`src/rtl/pontuacao_pkg.sv`:
```
// ---------------------------------------------------------------------------
// pontuacao_pkg
// Shared definitions for the pontuacao_n scoreboard:
//   state_t      : match state (PLAY, HOLD, OVER)
//   MASK_W       : widest LED field the thermometer helper can produce
//   thermo_mask  : returns a mask with the k lowest bits set
// ---------------------------------------------------------------------------
package pontuacao_pkg;

    typedef enum logic [1:0] {
        PLAY = 2'd0,
        HOLD = 2'd1,
        OVER = 2'd2
    } state_t;

    localparam int MASK_W = 32;

    // Thermometer code: a score of k lights the k lowest bits of a field.
    function automatic logic [MASK_W-1:0] thermo_mask(input logic [7:0] k);
        logic [MASK_W-1:0] m;
        m = '0;
        for (int j = 0; j < MASK_W; j++) begin
            m[j] = (j < int'(k));
        end
        return m;
    endfunction

endpackage

```
`src/rtl/pontuacao_n_win_edge_det.sv`:
```
// ---------------------------------------------------------------------------
// win_edge_det
// Registered per-bit rising-edge detector. A bit that stays high produces a
// single-cycle rise; the first high sample after reset counts as a rise.
// Ports:
//   clock : system clock (rising edge)
//   reset : asynchronous active-high reset, clears the history register
//   din   : W-bit level/pulse input
//   rise  : W-bit rising-edge flags, din & ~previous din
// ---------------------------------------------------------------------------
module win_edge_det #(
    parameter int W = 2
) (
    input  logic         clock,
    input  logic         reset,
    input  logic [W-1:0] din,
    output logic [W-1:0] rise
);

    logic [W-1:0] din_q;

    always_ff @(posedge clock or posedge reset) begin
        if (reset) begin
            din_q <= '0;
        end else begin
            din_q <= din;
        end
    end

    assign rise = din & ~din_q;

endmodule

```
`src/rtl/pontuacao_n.sv`:
```
// ---------------------------------------------------------------------------
// pontuacao_n
// Multi-player match scoreboard. Counts round wins per player, enforces a
// hold-off after every point, latches the match winner and drives per-player
// thermometer LED bars.
// Optional feature macro: PONTUACAO_BLINK_EN -- when defined, the winner's
// LED field blinks (BLINK_DIV cycles per half-period) while the match is over.
// Ports:
//   clock      : system clock (rising edge)
//   reset      : asynchronous active-high reset
//   win        : per-player round-win request, bit i = player i
//   new_match  : synchronous clear of scores / winner, back to PLAY
//   LED        : per-player score bars, field F = LED_W/NUM_PLAYERS
//   score      : packed scores, player i at field i
//   match_over : high while a winner is latched
//   winner     : index of the winning player
//   round_lock : high in HOLD and OVER
// ---------------------------------------------------------------------------
module pontuacao_n
    import pontuacao_pkg::*;
#(
    parameter int NUM_PLAYERS = 2,
    parameter int WIN_SCORE   = 3,
    parameter int LED_W       = 16,
    parameter int HOLD_CYC    = 4,
    parameter int BLINK_DIV   = 50_000_000,
    localparam int SCORE_W    = $clog2(WIN_SCORE + 1),
    localparam int PID_W      = (NUM_PLAYERS > 2) ? $clog2(NUM_PLAYERS) : 1
) (
    input  logic                           clock,
    input  logic                           reset,
    input  logic [NUM_PLAYERS-1:0]         win,
    input  logic                           new_match,
    output logic [LED_W-1:0]               LED,
    output logic [NUM_PLAYERS*SCORE_W-1:0] score,
    output logic                           match_over,
    output logic [PID_W-1:0]               winner,
    output logic                           round_lock
);

    localparam int F = LED_W / NUM_PLAYERS;

    state_t                                 state, state_nxt;
    logic [15:0]                            hold_cnt, hold_nxt;
    logic [NUM_PLAYERS-1:0][SCORE_W-1:0]    score_r, score_nxt;
    logic [PID_W-1:0]                       winner_r, winner_nxt;
    logic                                   over_r, over_nxt;
    logic [NUM_PLAYERS-1:0]                 rise;
    logic                                   hit;
    logic [PID_W-1:0]                       hit_id;
    logic [SCORE_W-1:0]                     inc;
    logic                                   blink_off;

    // Saturating increment: a score never moves past WIN_SCORE.
    function automatic logic [SCORE_W-1:0] sat_inc(input logic [SCORE_W-1:0] s);
        if (s >= SCORE_W'(WIN_SCORE)) begin
            return s;
        end
        return s + SCORE_W'(1);
    endfunction

    win_edge_det #(.W(NUM_PLAYERS)) u_edge (
        .clock (clock),
        .reset (reset),
        .din   (win),
        .rise  (rise)
    );

    always_ff @(posedge clock or posedge reset) begin
        if (reset) begin
            state    <= PLAY;
            hold_cnt <= '0;
            score_r  <= '0;
            winner_r <= '0;
            over_r   <= 1'b0;
        end else begin
            state    <= state_nxt;
            hold_cnt <= hold_nxt;
            score_r  <= score_nxt;
            winner_r <= winner_nxt;
            over_r   <= over_nxt;
        end
    end

    always_comb begin
        state_nxt  = state;
        hold_nxt   = hold_cnt;
        score_nxt  = score_r;
        winner_nxt = winner_r;
        over_nxt   = over_r;
        hit        = 1'b0;
        hit_id     = '0;

        // Scan high to low so the lowest-index rising player wins the tie.
        for (int i = NUM_PLAYERS - 1; i >= 0; i--) begin
            if (rise[i]) begin
                hit    = 1'b1;
                hit_id = PID_W'(i);
            end
        end
        inc = sat_inc(score_r[hit_id]);

        if (new_match) begin
            state_nxt  = PLAY;
            hold_nxt   = '0;
            score_nxt  = '0;
            winner_nxt = '0;
            over_nxt   = 1'b0;
        end else begin
            case (state)
                PLAY: begin
                    if (hit) begin
                        score_nxt[hit_id] = inc;
                        if (inc == SCORE_W'(WIN_SCORE)) begin
                            state_nxt  = OVER;
                            winner_nxt = hit_id;
                            over_nxt   = 1'b1;
                        end else begin
                            state_nxt = HOLD;
                            hold_nxt  = 16'(HOLD_CYC - 1);
                        end
                    end
                end
                HOLD: begin
                    // Counter runs HOLD_CYC-1 down to 0, one cycle each.
                    if (hold_cnt == 16'd0) begin
                        state_nxt = PLAY;
                    end else begin
                        hold_nxt = hold_cnt - 16'd1;
                    end
                end
                OVER: begin
                end
                default: begin
                    state_nxt = PLAY;
                end
            endcase
        end
    end

`ifdef PONTUACAO_BLINK_EN
    localparam int BLINK_W = $clog2(BLINK_DIV + 1);
    logic [BLINK_W-1:0] blink_cnt;

    // Phase restarts (lit) every time OVER is entered.
    always_ff @(posedge clock or posedge reset) begin
        if (reset) begin
            blink_cnt <= '0;
            blink_off <= 1'b0;
        end else if (state != OVER) begin
            blink_cnt <= '0;
            blink_off <= 1'b0;
        end else if (blink_cnt == BLINK_W'(BLINK_DIV - 1)) begin
            blink_cnt <= '0;
            blink_off <= ~blink_off;
        end else begin
            blink_cnt <= blink_cnt + BLINK_W'(1);
        end
    end
`else
    assign blink_off = 1'b0;
`endif

    always_comb begin
        logic [MASK_W-1:0] mask;
        mask = '0;
        LED  = '0;
        for (int i = 0; i < NUM_PLAYERS; i++) begin
            mask = thermo_mask(8'(score_r[i]));
            if (blink_off && (state == OVER) && (winner_r == PID_W'(i))) begin
                mask = '0;
            end
            LED[i*F +: F] = mask[F-1:0];
        end
    end

    assign score      = score_r;
    assign match_over = over_r;
    assign winner     = winner_r;
    assign round_lock = (state != PLAY);

endmodule

```
`config.mk`:
```
export PLATFORM = sky130hd
export DESIGN_NAME = pontuacao_n
export DESIGN_NICKNAME = d
export VERILOG_FILES = /design/src/rtl/pontuacao_pkg.sv /design/src/rtl/pontuacao_n_win_edge_det.sv /design/src/rtl/pontuacao_n.sv
export SDC_FILE = /design/constraint.sdc
export NUM_CORES = 1
export LEC_CHECK = 0
export CORE_AREA = 2 2 82 45
export CTS_CLUSTER_DIAMETER = 200
export DETAILED_ROUTE_END_ITERATION = 8
export DIE_AREA = 0 0 84 47
export PLACE_DENSITY = 0.75
export SLEW_MARGIN = 20
export SYNTH_ARGS = -nofsm -noshare
export SYNTH_HDL_FRONTEND = slang
export SYNTH_SLANG_ARGS = --single-unit
```
`constraint.sdc`:
```
create_clock -name clock -period 2.2 [get_ports clock]
set_input_delay 0.44 -clock clock [delete_from_list [all_inputs] [get_ports clock]]
set_output_delay 0.44 -clock clock [all_outputs]
set_load 0.05 [all_outputs]
```
==> reports/metrics.yaml <==
logic_synthesis:
  synthCells: 172
  synth_fa_ha_area_frac: 0.00803
  ys_types: 50
  synth_xor_area_frac: 0
  yosys-top-cells-area: "dfrtp_1, buf_4, nor2_1"
  ys_seq_elements: 26
  yosysMostFrequentCell: "dfrtp_1"
  syn_area_um2: 1560
  syn_avg_cell_area_um2: 9.06
  yosys.area.top_type: "dfrtp_1"
  ys_top_cells_by_count: "dfrtp_1, nor2_1, a21oi_1"
  synth_async_sr_flop_share: 1.00
  synth_edf_count: 0
  synth_simple_gate_area_frac: 0.266
  synth_compound_area_frac: 0.205
  synth_top_family_by_area: "simple AND/OR/NAND/NOR gates"
  synthMuxAreaShare: 0.00642
  netlist.area_leader.share: 0.417
  synth_warnings: 0
  yosys_most_used_dff: "dfrtp_1"
  synth-seq-area-share: 0.417
floorplan:
  dieArea_um2: 3950
  dieHeight_um: 47
  io_pins: 28
  die_x_um: 84
  start_util: 0.480
  rows: 15
  core_um2: 3250
detailed_routing:
  drc_errors: 0
  drt_iter0_drc: 112
  ant_nets: 0
  avgRoutedWirePerCell_um: 14.8
  drt-vias-per-instance: 5.61
  num_vias: 1369
  drt_wl_total_mm: 3.61
  firstDrtPassIters: 5
clock_tree:
  clk_path_buf_depth: 2
  cts_hold_buf: 0
  clk-insertion-delay-late_ns: 0.28
  numCtsBuffers: 3
  h-tree-depth: 1
  cts_sinks: 26
  root_buffer: "clkbuf_8"
  clk_pin_slew_ns: 0.10
  cts_tree: "yes"
final_layout:
  area_growth_pct: 23.4
  fill_cells: 294
  fin_util: 0.593
  fin_cells: 244
  layout-drive-gt1-share: 0.203
  nets: 209
  final_area_um2: 1920
  insertedDiodeCount: 0
setup_path:
  rr_endpoint: "hold_cnt[11]"
  cp-start-kind: "flip-flop"
  worst_ep_required_time_ns: 2.37
  ff2ff_path_depth: 8
  path_cells: "inv_1 > ha_1 > buf_4 > or4b_4 > nor2_4 > a21oi_4 > a21o_1 > a32o_1"
  crit_family: "simple AND/OR/NAND/NOR gates"
  cp_max_fo: 9
  crit_buf_inv: 2
  crit_path_end_kind: "flip-flop"
  worst_path_largest_cell_delay_ns: 0.51
  crit_type: "flip-flop to flip-flop"
  slowest_stage: "or4b_4"
  arrival_ns: 2.27
  r2r_setup_slack_ns: 0.1
  worstReg2RegStart: "hold_cnt[1]"
timing:
  min_period_over_period: 0.955
  fin_ws_ns: 0.0987
  final_hold_viol_count: 0
  setup_viol: 0
  worst_pin_slew_ns: 0.514
  period_minus_slack_ns: 2.10
  hold_ws_ns: 0.506
  relSlewSlack: 0.657
  drv_slew: 0
  fmax_mhz: 476
  finClkSkew_ns: 0.00223
  rsz0062_at_grt: "false"
  fin_setup_tns_ns: 0
place:
  io_buffer_count: 17
  place_ws_ns: -0.221
  dpl.hpwl_mm: 2.76
  gp_congestion: 0.913
  dpl_cell_area_um2: 1800
  dpl.cell_count: 239
global_route:
  grt_overflow: 0
  grt_pass1_vias: 1219
  grt_max_degree: 27
  antenna_found_initial: 0
  grt_pass1_wl_mm: 5.78
  track_usage: 0.195
pwr:
  finalPower_mw: 1.97
  cellPowerDensity_nw_per_um2: 1020
  p_leak_nw: 0.912
  ir_drop_uv: 611
worst_hold_path:
  hp-class: "primary input to async pin"
run_status:
  status: "finished, final reports clean"
run:
  cap_violations: 0
-- what timing repair did --
item                                    in CTS  in global routing
pin swaps                                    0                  2
resized for setup                            2                  4
buffers inserted                             0                  1
cloned                                       0                  0
endpoints found under the setup margin       3                 12
-- metal layers --
metal  GRT usage  part of all wire  up-vias
li1            -                 -      655
met5           0                 0        -
met2       0.317              0.43       51
met1       0.270              0.49      654
met4      0.0645             0.012        0
met3      0.0422             0.070        9
-- final cells by class --
| class | instances | area (µm²) | share of cell area |
|---|---|---|---|
| multi-input cells | 131 | 823 | 0.428 |
| clock buffers | 3 | 41.3 | 0.0215 |
| well taps | 42 | 52.6 | 0.0273 |
| inverters | 8 | 30.0 | 0.0156 |
| clock inverters | 1 | 30.0 | 0.0156 |
| repair buffers | 33 | 297 | 0.154 |
| flip-flops and latches | 26 | 651 | 0.338 |
-- layout by cell type (no fill, tap or decap), types with 2 or more instances in the layout --
master	n
dfrtp_1	26
nand4_1	2
nor4_1	3
clkdlybuf4s50_1	12
and2_1	2
nand3_1	2
a211oi_1	4
nor3_1	3
nor2b_1	3
clkbuf_8	3
nand2b_1	3
a21oi_4	2
conb_1	10
nor2_1	25
a21oi_1	15
inv_1	8
o21ai_1	7
or2_2	3
buf_4	18
nand2_1	9
o21ai_0	8
-- worst max-delay path by stage --
stage / startpoint / to / slack (ns) / cells past startpoint
floorplan: score[3] / hold_cnt[12] / 0.23 / 6
finish: hold_cnt[1] / hold_cnt[11] / 0.1 / 8
CTS: score[3] / LED[8] / 0.009 / 2
global placement: win[1] / hold_cnt[11] / -0.13 / 6
detailed placement: win[1] / hold_cnt[11] / -0.22 / 6
global route: hold_cnt[0] / hold_cnt[11] / 0.02 / 8
-- worst reg2reg max path: cells and delay by family, from the launching register on --
kind                     cells  cell delay, ns
buffers and inverters        2            0.22
AND/OR/NAND/NOR              2            0.69
adder cells (fa/ha/maj)      1            0.17
flip-flops                   1            0.40
AO/OA/AOI/OAI                3            0.51
-- flip-flops by register name, summed over array words and instances (netlist names) --
| name | flops |
|---|---|
| hold_cnt | 16 |
| match_over | 1 |
| score | 4 |
| state | 2 |
| u_edge.din_q | 2 |
| winner | 1 |
-- kinds of logic after synthesis --
kind of cell | Yosys count
compound gates | 48
fa+ha+maj | 1
buf+inv | 24
flops | 26
mux | 1
other cells | 1
simple gates | 71
-- power breakdown --
part / switching (mW) / leakage [nW] / internal, mW
Combinational: 0.564 / 0.527 / 0.367
Clock: 0.165 / 0.0357 / 0.244
Sequential: 0.0844 / 0.350 / 0.548
(Power assumes the default switching activity.)
